`config.mk`:
```
export PLATFORM = sky130hd
export DESIGN_NAME = lsu_bus_master
export DESIGN_NICKNAME = d
export VERILOG_FILES = /design/src/rtl/lsu_bus_master_pkg.sv /design/src/rtl/lsu_bus_master_lane_align.sv /design/src/rtl/lsu_bus_master.sv
export SDC_FILE = /design/constraint.sdc
export NUM_CORES = 1
export LEC_CHECK = 0
export BUFFER_PORTS_ARGS = -buffer_cell sky130_fd_sc_hd__buf_2
export CELL_PAD_IN_SITES_DETAIL_PLACEMENT = 1
export CELL_PAD_IN_SITES_GLOBAL_PLACEMENT = 1
export CORE_MARGIN = 2
export CORE_UTILIZATION = 35
export DETAILED_ROUTE_END_ITERATION = 7
export PLACE_DENSITY_LB_ADDON = 0.1
export SLEW_MARGIN = 10
export SYNTH_ARGS = -nofsm -noshare
export SYNTH_HDL_FRONTEND = slang
export SYNTH_HIERARCHICAL = 1
export SYNTH_SLANG_ARGS = --single-unit
```
`constraint.sdc`:
```
create_clock -name clk -period 7.4 [get_ports clk]
set_input_delay 0.74 -clock clk [delete_from_list [all_inputs] [get_ports clk]]
set_output_delay 0.74 -clock clk [all_outputs]
set_load 0.01 [all_outputs]
```
`src/rtl/lsu_bus_master_pkg.sv`:
```
// Shared definitions for the load/store bus master: data-memory access types,
// FSM state encoding and the access-fault rule.
package lsu_bus_master_pkg;

  typedef enum logic [2:0] {
    dm_word              = 3'b000,
    dm_halfword          = 3'b001,
    dm_halfword_unsigned = 3'b010,
    dm_byte              = 3'b011,
    dm_byte_unsigned     = 3'b100
  } dm_type_e;

  typedef enum logic [1:0] {
    IDLE = 2'd0,
    BUS  = 2'd1,
    RESP = 2'd2
  } lsu_state_e;

  localparam int unsigned CNT_W = 16;

  // Unknown type codes count as faults so they never reach the bus.
  function automatic logic access_fault(input logic [2:0] dm_type, input logic [1:0] lane);
    logic fault;
    case (dm_type)
      dm_word:                           fault = (lane != 2'b00);
      dm_halfword, dm_halfword_unsigned: fault = lane[0];
      dm_byte, dm_byte_unsigned:         fault = 1'b0;
      default:                           fault = 1'b1;
    endcase
    return fault;
  endfunction

endpackage

```
`src/rtl/lsu_bus_master_lane_align.sv`:
```
// Combinational lane steering: byte enables and replicated store data on the way
// out, load extraction with sign/zero extension on the way back.
module lsu_lane_align
  import lsu_bus_master_pkg::*;
(
  input  logic [2:0]  dm_type,
  input  logic [1:0]  lane,
  input  logic [31:0] wdata,
  input  logic [31:0] mem_rdata,
  output logic [3:0]  be,
  output logic [31:0] wdata_rep,
  output logic [31:0] rdata
);

  logic [7:0]  rd_byte;
  logic [15:0] rd_half;

  // Select the addressed lane(s) and build all three outputs per access type.
  always_comb begin
    rd_byte   = mem_rdata[{lane, 3'b000} +: 8];
    rd_half   = mem_rdata[{lane[1], 4'b0000} +: 16];
    be        = 4'b0000;
    wdata_rep = 32'h0000_0000;
    rdata     = 32'h0000_0000;
    case (dm_type)
      dm_word: begin
        be        = 4'b1111;
        wdata_rep = wdata;
        rdata     = mem_rdata;
      end
      dm_halfword: begin
        be        = 4'b0011 << lane;
        wdata_rep = {2{wdata[15:0]}};
        rdata     = {{16{rd_half[15]}}, rd_half};
      end
      dm_halfword_unsigned: begin
        be        = 4'b0011 << lane;
        wdata_rep = {2{wdata[15:0]}};
        rdata     = {16'h0000, rd_half};
      end
      dm_byte: begin
        be        = 4'b0001 << lane;
        wdata_rep = {4{wdata[7:0]}};
        rdata     = {{24{rd_byte[7]}}, rd_byte};
      end
      dm_byte_unsigned: begin
        be        = 4'b0001 << lane;
        wdata_rep = {4{wdata[7:0]}};
        rdata     = {24'h00_0000, rd_byte};
      end
      default: begin
        be        = 4'b0000;
        wdata_rep = 32'h0000_0000;
        rdata     = 32'h0000_0000;
      end
    endcase
  end

endmodule

```
`src/rtl/lsu_bus_master.sv`:
```
// Load/store initiator: accepts one core transaction, runs a held bus request
// until ack or timeout, and returns a single-cycle response.
module lsu_bus_master
  import lsu_bus_master_pkg::*;
#(
  parameter int unsigned TIMEOUT_CYCLES = 255
) (
  input  logic        clk,
  input  logic        rst,
  input  logic        req_valid,
  output logic        req_ready,
  input  logic        req_we,
  input  logic [2:0]  req_type,
  input  logic [31:0] req_addr,
  input  logic [31:0] req_wdata,
  output logic        resp_valid,
  output logic [31:0] resp_rdata,
  output logic        resp_misalign,
  output logic        resp_timeout,
  output logic        mem_req,
  output logic        mem_we,
  output logic [29:0] mem_addr,
  output logic [3:0]  mem_be,
  output logic [31:0] mem_wdata,
  input  logic        mem_ack,
  input  logic [31:0] mem_rdata
);

  localparam logic [CNT_W-1:0] CNT_LAST = CNT_W'(TIMEOUT_CYCLES - 1);

  lsu_state_e       state, state_next;
  logic [CNT_W-1:0] count, count_next;
  logic             lat_we, lat_we_next;
  logic [2:0]       lat_type, lat_type_next;
  logic [1:0]       lat_lane, lat_lane_next;
  logic             req_ready_next, resp_valid_next, resp_misalign_next, resp_timeout_next;
  logic [31:0]      resp_rdata_next, mem_wdata_next;
  logic             mem_req_next, mem_we_next;
  logic [29:0]      mem_addr_next;
  logic [3:0]       mem_be_next;
  logic [2:0]       align_type;
  logic [1:0]       align_lane;
  logic [3:0]       al_be;
  logic [31:0]      al_wdata, al_rdata;

  // In IDLE the aligner sees the incoming request; afterwards the latched one.
  assign align_type = (state == IDLE) ? req_type       : lat_type;
  assign align_lane = (state == IDLE) ? req_addr[1:0]  : lat_lane;

  lsu_lane_align u_align (
    .dm_type   (align_type),
    .lane      (align_lane),
    .wdata     (req_wdata),
    .mem_rdata (mem_rdata),
    .be        (al_be),
    .wdata_rep (al_wdata),
    .rdata     (al_rdata)
  );

  // Next-state and next-output logic; every output is registered below.
  always_comb begin
    state_next         = state;
    count_next         = count;
    lat_we_next        = lat_we;
    lat_type_next      = lat_type;
    lat_lane_next      = lat_lane;
    req_ready_next     = 1'b0;
    resp_valid_next    = 1'b0;
    resp_rdata_next    = 32'h0000_0000;
    resp_misalign_next = 1'b0;
    resp_timeout_next  = 1'b0;
    mem_req_next       = mem_req;
    mem_we_next        = mem_we;
    mem_addr_next      = mem_addr;
    mem_be_next        = mem_be;
    mem_wdata_next     = mem_wdata;
    case (state)
      IDLE: begin
        if (req_valid && req_ready) begin
          lat_we_next   = req_we;
          lat_type_next = req_type;
          lat_lane_next = req_addr[1:0];
          if (access_fault(req_type, req_addr[1:0])) begin
            state_next         = RESP;
            resp_valid_next    = 1'b1;
            resp_misalign_next = 1'b1;
          end else begin
            state_next     = BUS;
            count_next     = {CNT_W{1'b0}};
            mem_req_next   = 1'b1;
            mem_we_next    = req_we;
            mem_addr_next  = req_addr[31:2];
            mem_be_next    = al_be;
            mem_wdata_next = al_wdata;
          end
        end else begin
          req_ready_next = 1'b1;
        end
      end
      BUS: begin
        // Ack is checked first so it wins over the final timeout cycle.
        if (mem_ack) begin
          state_next      = RESP;
          mem_req_next    = 1'b0;
          mem_we_next     = 1'b0;
          resp_valid_next = 1'b1;
          resp_rdata_next = lat_we ? 32'h0000_0000 : al_rdata;
        end else if (count == CNT_LAST) begin
          state_next        = RESP;
          mem_req_next      = 1'b0;
          mem_we_next       = 1'b0;
          resp_valid_next   = 1'b1;
          resp_timeout_next = 1'b1;
        end else begin
          count_next = count + {{(CNT_W-1){1'b0}}, 1'b1};
        end
      end
      RESP: begin
        state_next     = IDLE;
        count_next     = {CNT_W{1'b0}};
        req_ready_next = 1'b1;
      end
      default: begin
        state_next     = IDLE;
        count_next     = {CNT_W{1'b0}};
        req_ready_next = 1'b1;
        mem_req_next   = 1'b0;
        mem_we_next    = 1'b0;
      end
    endcase
  end

  // State, latched request and output registers with synchronous reset.
  always_ff @(posedge clk) begin
    if (rst) begin
      state         <= IDLE;
      count         <= {CNT_W{1'b0}};
      lat_we        <= 1'b0;
      lat_type      <= 3'b000;
      lat_lane      <= 2'b00;
      req_ready     <= 1'b1;
      resp_valid    <= 1'b0;
      resp_rdata    <= 32'h0000_0000;
      resp_misalign <= 1'b0;
      resp_timeout  <= 1'b0;
      mem_req       <= 1'b0;
      mem_we        <= 1'b0;
      mem_addr      <= 30'h0000_0000;
      mem_be        <= 4'b0000;
      mem_wdata     <= 32'h0000_0000;
    end else begin
      state         <= state_next;
      count         <= count_next;
      lat_we        <= lat_we_next;
      lat_type      <= lat_type_next;
      lat_lane      <= lat_lane_next;
      req_ready     <= req_ready_next;
      resp_valid    <= resp_valid_next;
      resp_rdata    <= resp_rdata_next;
      resp_misalign <= resp_misalign_next;
      resp_timeout  <= resp_timeout_next;
      mem_req       <= mem_req_next;
      mem_we        <= mem_we_next;
      mem_addr      <= mem_addr_next;
      mem_be        <= mem_be_next;
      mem_wdata     <= mem_wdata_next;
    end
  end

endmodule
```
==> metrics.cfg <==
[yosys]
yosys_warnings = 6
ys_ff_latch = 128
synth_edf_count = 0
yosysSeqAreaShare_pct = 40.3
avgSynthCellArea_sq_um = 7.84
synthArstFlopShare_pct = 0
synth_nets = 916
synth_area_sq_um = 6350
synthDistinctLibCells = 61
ys.flop_type = dfxtp_1
synthCells = 810

[placed_design]
dp.cells = 1193
port_buffers = 207
hpwl_um = 14200
gp_congestion = 0.804

[grt]
grt_antenna_before_repair = 4
use_met2_pct = 34.2
met3_usage_pct = 4.45
grt_start_max_net_pins = 78
grt_use_total_pct = 21.0
grt_pass1_vias = 6009
grt_pass1_wl_um = 32800
grt.overflow.total = 0
gr-max-usage-layer = met2
grtUsageMet1_pct = 28.2

[drt]
ant_nets = 0
drt_iter0_drc = 239
routed_wl_um = 20600
drc_errors = 0
drt_first_pass_iters = 4
routed_via_density = 5.06
vias = 6205
detail_route.wl_per_cell_um = 16.8

[die]
start_util_pct = 35.5
fp.coreArea_sq_um = 17900
fp-row-count = 49
die_w_um = 139
dieArea_sq_um = 19200
die_y_um = 139
ios = 208

[clock_tree]
numCtsBuffers = 17
cts_tree = built
clock-sinks = 128
cts_hold_buf = 0
clk_pin_slew_ps = 60
postCtsSetupBuffers = 0
cts_root_buf = clkbuf_16
ctsResizeCount = 0
clk_path_buf_depth = 2
h-tree-depth = 4
clk_latency_ps = 410

[setup_path]
max_stage_delay_ps = 530
crit_slowest_cell = nor2_1
reg2reg_from = state[0]
r2r_cells = 9
critPathTopFamily = simple AND/OR/NAND/NOR gates
required_ps = 7730
reg2reg_to = mem_wdata[13]
cpMostUsedCell = nor2_1
arrival_ps = 3430
critPathLaunchType = flop
path_max_fanout = 63
crit_start = state[0]
cp_cell_sequence = nor2_1 -> mux2_2 -> buf_4 -> inv_1 -> nor2_1 -> a22oi_1 -> o22ai_1 -> nand2_1 -> a21oi_1
end_kind = flop
rrSetupSlack_ps = 4300
cp.buffers_inverters = 2
crit_type = flop to flop

[flow_run]
cap_violations = 0

[sta]
worst_slew_margin_rel_pct = 41.2
setup_viol = 0
rsz0062_at_grt = no
clock_skew_ps = 8.25
timing.final.hold_violations = 0
min_period_ps = 3100
tightest_slew_ps = 882
fmax_mhz = 323
period_share_pct = 41.8
fin_setup_tns_ps = 0
final_max_slew_viol_count = 0

[cells_and_area]
final_cell_mix = buf_2 (207), nand2_1 (184), dfxtp_1 (128)
layout_commonest_cell = buf_2
multi_input_area_sq_um = 3450
fill_cells = 2275
nets = 1089
drive_gt1_share_pct = 27.8
area_growth_pct = 26.5
fin_cells = 1226
regArea_sq_um = 2560

[pwr]
power_density_nw_per_um2 = 244
p_leak_nw = 3.51
ir_worst_vdd_v = 0.000157

[hold_path]
min-delay-path-class = flop to flop
worstHoldPathCells = 2
hp-start = mem_wdata[31]
worst_hold_path.endpoint = mem_wdata[31]

[run_status]
outcome = complete, no violations

[report_power, final]
group | internal [W] | leakage [nW] | switching [W] | total [W]
logic | 0.000135 | 2.17 | 0.000215 | 0.000350
clock network | 0.000545 | 0.295 | 0.000338 | 0.000883
registers | 0.000713 | 1.04 | 0.0000136 | 0.000727
total | 0.00139 | 3.51 | 0.000566 | 0.00196
[area by class of cell]
type | count | share of cell area, %
inverters | 6 | 0.280
clock inverters | 14 | 2.26
flip-flops and latches | 128 | 31.9
diodes | 1 | 0.0311
clock buffers | 18 | 5.46
repair buffers | 214 | 13.5
multi-input cells | 616 | 43.0
well taps | 229 | 3.56
[Yosys cell counts, types with 2 or more instances]
cell type	n	area, sq um
a41oi_1	2	17.5
nor2_1	30	113
and4_1	2	17.5
o31ai_1	6	45.0
inv_1	5	18.8
o21ai_1	2	10.0
buf_6	8	90.1
nor2b_1	12	75.1
buf_4	4	30.0
a32oi_1	7	61.3
and3_1	2	12.5
nand2_2	2	12.5
mux2_2	13	146
nor3_1	4	20.0
nand4_1	3	18.8
nor3b_1	3	22.5
a22oi_1	8	60.1
a21boi_0	2	15.0
buf_2	18	90.1
maj3_1	2	20.0
clkbuf_1	29	109
ha_1	2	25.0
o21ai_0	49	245
a31oi_1	9	56.3
dfxtp_1	128	2560
nand2_1	185	694
a211o_1	2	17.5
nand3_1	4	20.0
nand2b_1	23	144
a21oi_1	122	611
mux2i_1	16	160
and2_1	44	275
a21o_1	26	195
o22ai_1	9	56.3
[per-layer routing]
layer / part of all wire, % / vias to the layer above
li1: - / 3135
met1: 46 / 2919
met2: 49 / 134
met3: 4.0 / 15
met4: 0.82 / 2
met5: 0.034 / -
[sequential cells by signal, indices dropped and copies added (netlist names)]
register / cells
resp_misalign: 1
mem_req: 1
resp_valid: 1
mem_be: 4
mem_we: 1
mem_addr: 30
req_ready: 1
state: 2
resp_timeout: 1
lat_we: 1
mem_wdata: 32
lat_type: 3
lat_lane: 2
resp_rdata: 32
count: 16
[metrics by stage]
stage	utilization, %	cell area (sq um)	hold slack [ps]	worst slack [ps]	total power (W)
after detailed placement	41.4	7410	445	4340	0.00109
after global routing	44.9	8040	467	4060	0.00206
after global placement	41.4	7410	441	4420	0.00109
after floorplan	-	6350	426	5080	0.000986
after CTS	44.9	8040	454	4320	0.00198
final	44.9	8040	451	4300	0.00196
[cells by family (layout without fill, tap and decap cells)]
| family | count (synthesis) | in the layout | share of synthesized area [%] |
|---|---|---|---|
| fa+ha+maj | 4 | 4 | 0.709 |
| other cells | 0 | 1 | 0 |
| compound gates | 256 | 256 | 24.0 |
| simple gates | 326 | 326 | 24.4 |
| buf+inv | 66 | 252 | 5.44 |
| mux | 30 | 30 | 5.18 |
| flops | 128 | 128 | 40.3 |
[worst max path at each step]
| stage | to | slack (ps) | depth (start not counted) |
|---|---|---|---|
| finish | mem_wdata[13] | 4300 | 9 |
| global route | mem_wdata[9] | 4060 | 9 |
| CTS | mem_wdata[15] | 4320 | 9 |
| detailed placement | mem_wdata[12] | 4340 | 9 |
| global placement | mem_wdata[10] | 4420 | 9 |
| floorplan | resp_rdata[6] | 5080 | 10 |
[worst register-to-register path, delay by kind of cell (launching register included)]
kind            cells  cell delay, ps
mux                 1             250
flops               1             390
compound gates      3             450
simple gates        3            1040
buf+inv             2             890
Power figures use the tool's default switching activity.
